<file path="src/rtl/arb_pkg.sv">
// rtl/arb_pkg.sv - shared types and defaults for the memory port arbiter
package arb_pkg;

    typedef enum logic [1:0] {
        IDLE    = 2'd0,
        BUSY_IF = 2'd1,
        BUSY_DM = 2'd2
    } arb_state_t;

    localparam logic SEL_IF = 1'b0;
    localparam logic SEL_DM = 1'b1;

    localparam int DEF_MAX_WAIT = 3;
    localparam int DEF_TIMEOUT  = 16;

endpackage

</file>
<file path="src/rtl/arb_sat_counter.sv">
// rtl/arb_sat_counter.sv - saturating up-counter with synchronous clear
module arb_sat_counter #(
    parameter int MAX   = 3,
    parameter int WIDTH = $clog2(MAX + 1)
) (
    input  logic             clk,
    input  logic             rst,
    input  logic             clr,
    input  logic             inc,
    output logic [WIDTH-1:0] cnt
);

    localparam logic [WIDTH-1:0] MAX_VAL = WIDTH'(MAX);

    // clear has priority so a grant or completion always restarts from zero
    always_ff @(posedge clk or posedge rst) begin
        if (rst) begin
            cnt <= '0;
        end else if (clr) begin
            cnt <= '0;
        end else if (inc && (cnt != MAX_VAL)) begin
            cnt <= cnt + WIDTH'(1);
        end
    end

endmodule

</file>
<file path="src/rtl/mem_port_arbiter.sv">
// rtl/mem_port_arbiter.sv - shares one memory port between instruction fetch and data access
module mem_port_arbiter
    import arb_pkg::*;
#(
    parameter int MAX_WAIT = DEF_MAX_WAIT,
    parameter int TIMEOUT  = DEF_TIMEOUT
) (
    input  logic        clk,
    input  logic        reset,
    input  logic        if_req,
    input  logic [31:0] if_addr,
    output logic        if_done,
    output logic [31:0] if_rdata,
    input  logic        dm_req,
    input  logic        dm_we,
    input  logic [31:0] dm_addr,
    input  logic [31:0] dm_wdata,
    output logic        dm_done,
    output logic [31:0] dm_rdata,
    output logic        err,
    output logic        gnt_sel,
    output logic        mem_req,
    output logic        mem_we,
    output logic [31:0] mem_addr,
    output logic [31:0] mem_wdata,
    input  logic        mem_ready,
    input  logic [31:0] mem_rdata
);

    localparam int WAIT_W = $clog2(MAX_WAIT + 1);
    localparam int TMO_W  = $clog2(TIMEOUT);

    arb_state_t state, state_next;

    logic [WAIT_W-1:0] wait_cnt;
    logic [TMO_W-1:0]  tmo_cnt;
    logic              if_cand, dm_cand;
    logic              grant_if, grant_dm;
    logic              busy, tmo_hit, finish;

    // a requester whose done is showing this cycle sits out one arbitration
    assign if_cand  = if_req && !if_done;
    assign dm_cand  = dm_req && !dm_done;
    assign grant_if = (state == IDLE) && if_cand
                      && (!dm_cand || (wait_cnt == WAIT_W'(MAX_WAIT)));
    assign grant_dm = (state == IDLE) && dm_cand && !grant_if;

    assign busy    = (state != IDLE);
    assign tmo_hit = (tmo_cnt == TMO_W'(TIMEOUT - 1));
    assign finish  = busy && (mem_ready || tmo_hit);

    arb_sat_counter #(
        .MAX   (MAX_WAIT),
        .WIDTH (WAIT_W)
    ) u_wait_cnt (
        .clk (clk),
        .rst (reset),
        .clr (grant_if),
        .inc (grant_dm && if_req),
        .cnt (wait_cnt)
    );

    arb_sat_counter #(
        .MAX   (TIMEOUT - 1),
        .WIDTH (TMO_W)
    ) u_tmo_cnt (
        .clk (clk),
        .rst (reset),
        .clr (!busy || finish),
        .inc (busy),
        .cnt (tmo_cnt)
    );

    always_ff @(posedge clk or posedge reset) begin
        if (reset) begin
            state <= IDLE;
        end else begin
            state <= state_next;
        end
    end

    always_comb begin
        state_next = state;
        case (state)
            IDLE: begin
                if (grant_if) begin
                    state_next = BUSY_IF;
                end else if (grant_dm) begin
                    state_next = BUSY_DM;
                end
            end
            BUSY_IF, BUSY_DM: begin
                if (finish) begin
                    state_next = IDLE;
                end
            end
            default: state_next = IDLE;
        endcase
    end

    // mem_ready wins over a simultaneous timeout, so err is simply !mem_ready
    always_ff @(posedge clk or posedge reset) begin
        if (reset) begin
            if_done   <= 1'b0;
            if_rdata  <= '0;
            dm_done   <= 1'b0;
            dm_rdata  <= '0;
            err       <= 1'b0;
            gnt_sel   <= SEL_IF;
            mem_req   <= 1'b0;
            mem_we    <= 1'b0;
            mem_addr  <= '0;
            mem_wdata <= '0;
        end else begin
            if_done  <= 1'b0;
            if_rdata <= '0;
            dm_done  <= 1'b0;
            dm_rdata <= '0;
            err      <= 1'b0;
            if (grant_if) begin
                mem_req   <= 1'b1;
                mem_we    <= 1'b0;
                mem_addr  <= if_addr;
                mem_wdata <= '0;
                gnt_sel   <= SEL_IF;
            end else if (grant_dm) begin
                mem_req   <= 1'b1;
                mem_we    <= dm_we;
                mem_addr  <= dm_addr;
                mem_wdata <= dm_wdata;
                gnt_sel   <= SEL_DM;
            end else if (finish) begin
                mem_req <= 1'b0;
                err     <= !mem_ready;
                if (state == BUSY_IF) begin
                    if_done  <= 1'b1;
                    if_rdata <= mem_ready ? mem_rdata : '0;
                end else begin
                    dm_done  <= 1'b1;
                    dm_rdata <= (mem_ready && !mem_we) ? mem_rdata : '0;
                end
            end
        end
    end

endmodule

</file>
<file path="config.mk">
export PLATFORM = sky130hd
export DESIGN_NAME = mem_port_arbiter
export DESIGN_NICKNAME = d
export VERILOG_FILES = /design/src/rtl/arb_pkg.sv /design/src/rtl/arb_sat_counter.sv /design/src/rtl/mem_port_arbiter.sv
export SDC_FILE = /design/constraint.sdc
export NUM_CORES = 1
export LEC_CHECK = 0
export ABC_AREA = 1
export CORE_ASPECT_RATIO = 2
export CORE_MARGIN = 2
export CORE_UTILIZATION = 44
export DETAILED_ROUTE_END_ITERATION = 8
export PLACE_DENSITY = 0.91
export SYNTH_ARGS = -nofsm -noshare
export SYNTH_HDL_FRONTEND = slang
export SYNTH_SLANG_ARGS = --single-unit
</file>
<file path="constraint.sdc">
create_clock -name clk -period 6.4 [get_ports clk]
set_clock_uncertainty 0.05 [all_clocks]
set_input_delay 0.64 -clock clk [delete_from_list [all_inputs] [get_ports clk]]
set_output_delay 0.64 -clock clk [all_outputs]
set_load 0.05 [all_outputs]
</file>
Yosys cells after proc, flatten, opt, wreduce, memory -nomap -nowiden
Index checks and enable logic that the tools add are counted.
{"block": "totals", "reg_bits": 142, "latch_bits": 0, "mem_bits_rw": 0, "romBits": 0, "inputBits": 134, "out_inout_bits": 134, "elab_cells": 92, "mem_count": 0}
{"block": "classes", "add_sub_neg": 2, "mul": 0, "div": 0, "order_cmp": 0, "eq_ne": 8, "shift": 0, "n_mux": 40, "n_bitwise": 0, "reduce_logical": 29}
{"cell": "2-to-1 mux 32 bit", "count": 14}
{"cell": "2-to-1 mux 1 bit", "count": 18}
{"cell": "logical AND 1 bit", "count": 11}
{"cell": "2-to-1 mux 2 bit", "count": 5}
{"cell": "2-to-1 mux 4 bit", "count": 2}
{"cell": "nonzero test 2 bit", "count": 4}
{"cell": "logical NOT 1 bit", "count": 7}
{"cell": "adder 4 x 1 -> 4 bit, second input constant", "count": 1}
{"cell": "== test 2 bit, second input constant", "count": 2}
{"cell": "== test 4 bit, second input constant", "count": 1}
{"cell": "inequality test 2 bit, second input constant", "count": 2}
{"cell": "inequality test 4 bit, second input constant", "count": 1}
{"cell": "case mux 2 bit (2 select lines)", "count": 1}
{"cell": "logical OR 1 bit", "count": 3}
{"cell": "inequality test 3 bit, second input constant", "count": 1}
{"cell": "nonzero test 3 bit", "count": 1}
{"cell": "adder 2 x 1 -> 2 bit, second input constant", "count": 1}
{"cell": "== test 2 x 1 -> 1 bit, second input constant", "count": 1}
{"cell": "logical NOT 2 bit", "count": 1}
{"cell": "AND reduction 2 bit", "count": 1}
{"cell": "OR reduction 2 bit", "count": 1}

Longest topological paths before layout
{"block": "depth", "word_depth": 11, "mapped_depth": 11, "ltp_nobuf": 9}

Modules after synthesis
Synthesis repeated with hierarchy kept, for this count alone.
{"block": "hier_totals", "cells_unflattened": 644, "area_unflattened_um2": 5831.8}
{"module": "mem_port_arbiter", "n_inst": 1, "cells_per_inst": 600, "area_per_inst_um2": 5497.8, "seq_area_each_um2": 3403.3}
{"module": "arb_sat_counter at u_tmo_cnt", "n_inst": 1, "cells_per_inst": 30, "area_per_inst_um2": 224.0, "seq_area_each_um2": 100.1}
{"module": "arb_sat_counter at u_wait_cnt", "n_inst": 1, "cells_per_inst": 14, "area_per_inst_um2": 110.1, "seq_area_each_um2": 50.0}

Worst setup path before layout
No wires, ideal clock.
{"block": "synth_timing", "kind": "reg2reg", "from": "register dm_done", "to": "register mem_we", "setup_ns": 0.119, "t_arrival_ns": 1.405, "required_time_ns": 6.231, "setup_slack_ns": 4.826, "path_stages_with_launch": 11, "path_buffers": 2, "period_less_slack_ns": 1.574, "cell_sequence": "dfrtp_1 > inv_1 > nand2_1 > nor2_4 > inv_2 > nand2_2 > inv_2 > buf_6 > buf_2 > nand2_1 > nand2_1"}
{"block": "synth_between", "elab_chain_len": 8, "word_cells_on_any_way": 10, "classes_between": "mux (1); reduce/logical (9)"}
{"item": "from (decl)", "line_no": "mem_port_arbiter.sv:18", "rtl": "output logic dm_done,"}
{"item": "from (signal assigned)", "line_no": "mem_port_arbiter.sv:106", "rtl": "dm_done <= 1'b0;"}
{"item": "from (signal assigned)", "line_no": "mem_port_arbiter.sv:117", "rtl": "dm_done <= 1'b0;"}
{"item": "from (signal assigned)", "line_no": "mem_port_arbiter.sv:139", "rtl": "dm_done <= 1'b1;"}
{"item": "logical NOT 1 bit (*)", "line_no": "mem_port_arbiter.sv:43", "rtl": "assign dm_cand = dm_req && !dm_done;"}
{"item": "logical AND 1 bit (*)", "line_no": "mem_port_arbiter.sv:43"}
{"item": "logical NOT 1 bit", "line_no": "mem_port_arbiter.sv:45", "rtl": "&& (!dm_cand || (wait_cnt == WAIT_W'(MAX_WAIT)));"}
{"item": "logical OR 1 bit", "line_no": "mem_port_arbiter.sv:45"}
{"item": "logical AND 1 bit", "line_no": "mem_port_arbiter.sv:45"}
{"item": "logical NOT 1 bit", "line_no": "mem_port_arbiter.sv:46", "rtl": "assign grant_dm = (state == IDLE) && dm_cand && !grant_if;"}
{"item": "logical AND 1 bit", "line_no": "mem_port_arbiter.sv:46"}
{"item": "nonzero test 2 bit (no source line)"}
{"item": "to (signal assigned)", "line_no": "mem_port_arbiter.sv:128", "rtl": "mem_we <= dm_we;"}
{"item": "to (decl)", "line_no": "mem_port_arbiter.sv:23", "rtl": "output logic mem_we,"}
Every way passes the cells marked *; elsewhere a longest branch is shown, timed or not.
A chain may end at the register's enable or synchronous reset.

Final worst setup path
{"block": "layout_timing", "from": "input port dm_req", "to": "register mem_addr[7]"}
{"block": "layout_between", "elab_chain_len": 7, "word_cells_on_any_way": 9, "classes_between": "mux (1); reduce/logical (8)"}
{"item": "from (decl)", "line_no": "mem_port_arbiter.sv:14", "rtl": "input logic dm_req,"}
{"item": "logical AND 1 bit (*)", "line_no": "mem_port_arbiter.sv:43"}
{"item": "logical NOT 1 bit", "line_no": "mem_port_arbiter.sv:45"}
{"item": "logical OR 1 bit", "line_no": "mem_port_arbiter.sv:45"}
{"item": "logical AND 1 bit", "line_no": "mem_port_arbiter.sv:45"}
{"item": "logical NOT 1 bit", "line_no": "mem_port_arbiter.sv:46"}
{"item": "logical AND 1 bit", "line_no": "mem_port_arbiter.sv:46"}
{"item": "nonzero test 2 bit (no source line)"}
{"item": "to (signal assigned)", "line_no": "mem_port_arbiter.sv:123", "rtl": "mem_addr <= if_addr;"}
{"item": "to (signal assigned)", "line_no": "mem_port_arbiter.sv:129", "rtl": "mem_addr <= dm_addr;"}
{"item": "to (decl)", "line_no": "mem_port_arbiter.sv:24", "rtl": "output logic [31:0] mem_addr,"}
Marked as above.

==> impl_metrics.xml <==
<?xml version="1.0" encoding="UTF-8"?>
<metrics>
  <group name="outcome">
    <metric name="result_of_the_run" unit="">finished, final reports clean</metric>
  </group>
  <group name="clock_network">
    <metric name="clk_root_buffer_cell" unit="">sky130_fd_sc_hd__clkbuf_16</metric>
    <metric name="worst_skew_pair.late_latency" unit="ps">410</metric>
    <metric name="ctsResizeCount" unit="">0</metric>
    <metric name="worst_setup_hold_path_clk_slew" unit="ps">70</metric>
    <metric name="tritoncts" unit="">built</metric>
    <metric name="cts.repair_timing.setup_buffer_count" unit="">0</metric>
    <metric name="cts_made_buffers" unit="">17</metric>
    <metric name="h-tree-depth" unit="">4</metric>
    <metric name="largest_buffer_count_on_any_clock_path" unit="">2</metric>
    <metric name="clock-sinks" unit="">142</metric>
    <metric name="post_cts_hold_buffer_count" unit="">0</metric>
  </group>
  <group name="drt">
    <metric name="detail_route.drc_violations" unit="">0</metric>
    <metric name="num_vias" unit="">4986</metric>
    <metric name="wire_per_inst" unit="um">16.3</metric>
    <metric name="finalWirelength" unit="um">16400</metric>
    <metric name="drt_first_iter_violations" unit="">233</metric>
    <metric name="route.antenna.remaining_nets" unit="">0</metric>
    <metric name="via_per_inst" unit="">4.95</metric>
    <metric name="drt_pass1_iterations" unit="">4</metric>
  </group>
  <group name="setup_path">
    <metric name="crit-reg2reg-launch" unit="">state[0]</metric>
    <metric name="regToRegSetupSlack" unit="ps">3800</metric>
    <metric name="crit_fanout" unit="">46</metric>
    <metric name="critPathMaxStageDelay" unit="ps">520</metric>
    <metric name="path_depth" unit="">7</metric>
    <metric name="worst_path_max_delay_cell" unit="">sky130_fd_sc_hd__buf_4</metric>
    <metric name="cp_cell_sequence" unit="">clkdlybuf4s50_1, nand3_1, nand2_2, buf_4, inv_2, nand2_1, nand3_1</metric>
    <metric name="path_delay_family" unit="">buffers and inverters</metric>
    <metric name="path_buf_inv" unit="">3</metric>
    <metric name="timing_worst_setup_path_type" unit="">in -&gt; reg</metric>
    <metric name="source_of_the_critical_timing_path" unit="">dm_req</metric>
    <metric name="r2r-end" unit="">mem_addr[7]</metric>
    <metric name="critPathMostFrequentCell" unit="">sky130_fd_sc_hd__nand3_1</metric>
    <metric name="timing.critical_path.required" unit="ps">6640</metric>
    <metric name="timing.reg2reg.worst_path_depth" unit="">9</metric>
    <metric name="endpoint" unit="">mem_addr[7]</metric>
    <metric name="critical_path.endpoint_type" unit="">flop</metric>
    <metric name="setup.worst_path.start_class" unit="">input port</metric>
    <metric name="worst_ep_arrival_time" unit="ps">2850</metric>
  </group>
  <group name="final_layout">
    <metric name="sequential_cell_area" unit="sq mm">0.00355</metric>
    <metric name="most_common_cell_after_layout_fill_and_taps_aside" unit="">sky130_fd_sc_hd__clkdlybuf4s50_1</metric>
    <metric name="filler_cell_count" unit="">837</metric>
    <metric name="leading_cell_types_in_the_layout_fill_and_taps_excluded" unit="">sky130_fd_sc_hd__clkdlybuf4s50_1, sky130_fd_sc_hd__nand2_1, sky130_fd_sc_hd__dfrtp_1</metric>
    <metric name="area_growth_syn_to_fin" unit="%">59.5</metric>
    <metric name="layout.core_utilization" unit="">0.720</metric>
    <metric name="antenna-diode-count" unit="">0</metric>
    <metric name="multi_input_comb_area" unit="sq mm">0.00159</metric>
    <metric name="final_layout_size_suffix_gt1_frac" unit="">0.0569</metric>
    <metric name="nNetsFinal" unit="">986</metric>
  </group>
  <group name="synth">
    <metric name="postSynthCellCount" unit="">592</metric>
    <metric name="synth-seq-cells" unit="">142</metric>
    <metric name="synth.cell_area" unit="sq mm">0.00551</metric>
    <metric name="net_count_after_synthesis" unit="">730</metric>
    <metric name="synth_cell_type_count" unit="">18</metric>
    <metric name="yosysWarnings" unit="">0</metric>
    <metric name="yosysSeqAreaShare" unit="">0.645</metric>
    <metric name="syn_avg_cell_area" unit="sq um">9.30</metric>
  </group>
  <group name="sta">
    <metric name="final_min_period_over_clock_period" unit="">0.408</metric>
    <metric name="finalMaxSlewViolations" unit="">0</metric>
    <metric name="unrepaired_setup_endpoints_after_global_routing" unit="">false</metric>
    <metric name="setup_viol_count_final" unit="">0</metric>
    <metric name="timing_hold_violations_final" unit="">0</metric>
    <metric name="worst-slew-pin-transition" unit="ps">1270</metric>
    <metric name="finalSetupTns" unit="ps">0</metric>
    <metric name="maxSlewHeadroom" unit="">0.155</metric>
    <metric name="fmaxAchievable" unit="MHz">383</metric>
    <metric name="post-route-min-period" unit="ps">2610</metric>
  </group>
  <group name="global_route">
    <metric name="vias_in_the_first_global_route" unit="">5159</metric>
    <metric name="grt_max_degree" unit="">76</metric>
    <metric name="antenna_found_initial" unit="">0</metric>
    <metric name="grt_util_all_layers" unit="">0.247</metric>
    <metric name="grt_overflow_total" unit="">0</metric>
    <metric name="wire_length_of_the_first_global_routing_pass" unit="um">26100</metric>
  </group>
  <group name="power">
    <metric name="internal_power" unit="uW">2260</metric>
    <metric name="netSwitchingFraction" unit="">0.460</metric>
    <metric name="pwr-share-comb" unit="">0.473</metric>
    <metric name="worst_ir_drop_vdd" unit="mV">0.338</metric>
    <metric name="p_switching" unit="uW">1930</metric>
    <metric name="share_seq_of_total_power" unit="">0.300</metric>
    <metric name="p_per_area" unit="mW/mm^2">477</metric>
    <metric name="power.leakage" unit="uW">0.00425</metric>
    <metric name="relative_contribution_of_the_clock_network_to_total_power" unit="">0.227</metric>
  </group>
  <group name="floorplanning">
    <metric name="pin_count" unit="">268</metric>
    <metric name="die-width" unit="um">83.1</metric>
    <metric name="placement_rows" unit="">57</metric>
    <metric name="coreArea" unit="sq mm">0.0122</metric>
    <metric name="dieArea" unit="sq mm">0.0135</metric>
    <metric name="dieHeight" unit="um">162</metric>
    <metric name="initial_core_util" unit="">0.451</metric>
  </group>
  <group name="worst_hold_path">
    <metric name="hold_path_class" unit="">reg -&gt; reg</metric>
  </group>
  <group name="placement">
    <metric name="dp_hpwl" unit="um">11700</metric>
    <metric name="routabilityCongestion" unit="">0.816</metric>
    <metric name="io_buffers" unit="">267</metric>
  </group>
  <group name="flow_run">
    <metric name="max_cap_violations" unit="">0</metric>
  </group>
</metrics>
-- cells in the mapped netlist (all sizes together) --
cell type | n | area, sq um
nand2 | 179 | 682
dfrtp | 142 | 3550
nand3 | 105 | 526
nor2 | 77 | 304
inv | 48 | 180
buf | 26 | 154
clkbuf | 7 | 26.3
ha | 4 | 50.1
o21a | 1 | 7.51
o21ai | 1 | 5.00
xnor2 | 1 | 8.76
xor2 | 1 | 8.76
-- layer usage --
| metal | part of all wire | global-route usage | vias up |
|---|---|---|---|
| met5 | 0 | 0 | - |
| met4 | 0.052 | 0.149 | 0 |
| met3 | 0.071 | 0.0727 | 58 |
| met2 | 0.53 | 0.433 | 229 |
| met1 | 0.34 | 0.259 | 2353 |
| li1 | - | - | 2346 |
-- area by class of cell --
cell class	instances	area share
Tap cell	147	0.0209
Sequential cell	142	0.405
Clock buffer	17	0.0484
Inverter	48	0.0211
Multi-Input combinational cell	369	0.181
Timing Repair Buffer	270	0.307
Clock inverter	15	0.0167
-- how the worst min path moves through the flow --
stage / startpoint / end / slack (ps) / cells past startpoint
6_report: u_tmo_cnt.cnt[0] / u_tmo_cnt.cnt[0] / 410 / 1
5_1_grt: u_tmo_cnt.cnt[0] / u_tmo_cnt.cnt[0] / 430 / 1
4_1_cts: u_tmo_cnt.cnt[0] / u_tmo_cnt.cnt[0] / 420 / 1
3_5_place_dp: mem_wdata[29] / mem_wdata[29] / 410 / 2
3_3_place_gp: mem_wdata[24] / mem_wdata[24] / 400 / 2
2_1_floorplan: u_tmo_cnt.cnt[0] / u_tmo_cnt.cnt[0] / 380 / 1
-- flip-flops by register name, indices dropped and copies added, names as in the netlist, 2 cells and up --
register / count
if_rdata: 32
state: 2
u_tmo_cnt.cnt: 4
dm_rdata: 32
u_wait_cnt.cnt: 2
mem_addr: 32
mem_wdata: 32
-- logic make-up (layout without fill, tap and decap cells) --
group / count (synthesis) / after routing / share of synthesized area
compound gates: 2 / 2 / 0.00227
xor+xnor: 2 / 2 / 0.00318
fa+ha+maj: 4 / 4 / 0.00909
buf+inv: 81 / 350 / 0.0655
flops: 142 / 142 / 0.645
simple gates: 361 / 361 / 0.275
-- power groups by stage --
stage | Clock [uW] | Sequential (uW) | Combinational (uW)
after global placement | 0 | 1260 | 1960
after CTS | 971 | 1260 | 2000
after detailed placement | 0 | 1270 | 1990
after global routing | 1000 | 1280 | 2110
after floorplan | 0 | 2020 | 579
final | 952 | 1260 | 1980
-- per-stage QoR --
stage / worst slack (ps) / total power (uW) / area [sq um] / hold WS (ps) / instances
after floorplan: 1900 / 2600 / 5510 / 383 / 592
after global placement: 3420 / 3220 / 8210 / 402 / 976
after detailed placement: 3400 / 3260 / 8210 / 407 / 976
after CTS: 3830 / 4220 / 8780 / 417 / 1008
after global routing: 3630 / 4390 / 8780 / 426 / 1008
final: 3790 / 4190 / 8780 / 413 / 1008
-- worst reg2reg max path, stage by stage, from the launching register on --
cell and delay, ps:
sky130_fd_sc_hd__dfrtp_1 400, sky130_fd_sc_hd__inv_1 60, sky130_fd_sc_hd__ha_1 230, sky130_fd_sc_hd__nand2_1 110, sky130_fd_sc_hd__nor2_2 50, sky130_fd_sc_hd__nand2_2 390
sky130_fd_sc_hd__buf_4 540, sky130_fd_sc_hd__inv_2 410, sky130_fd_sc_hd__nand2_1 160, sky130_fd_sc_hd__nand3_1 90
Note: power is estimated with default switching activity, not from simulation.
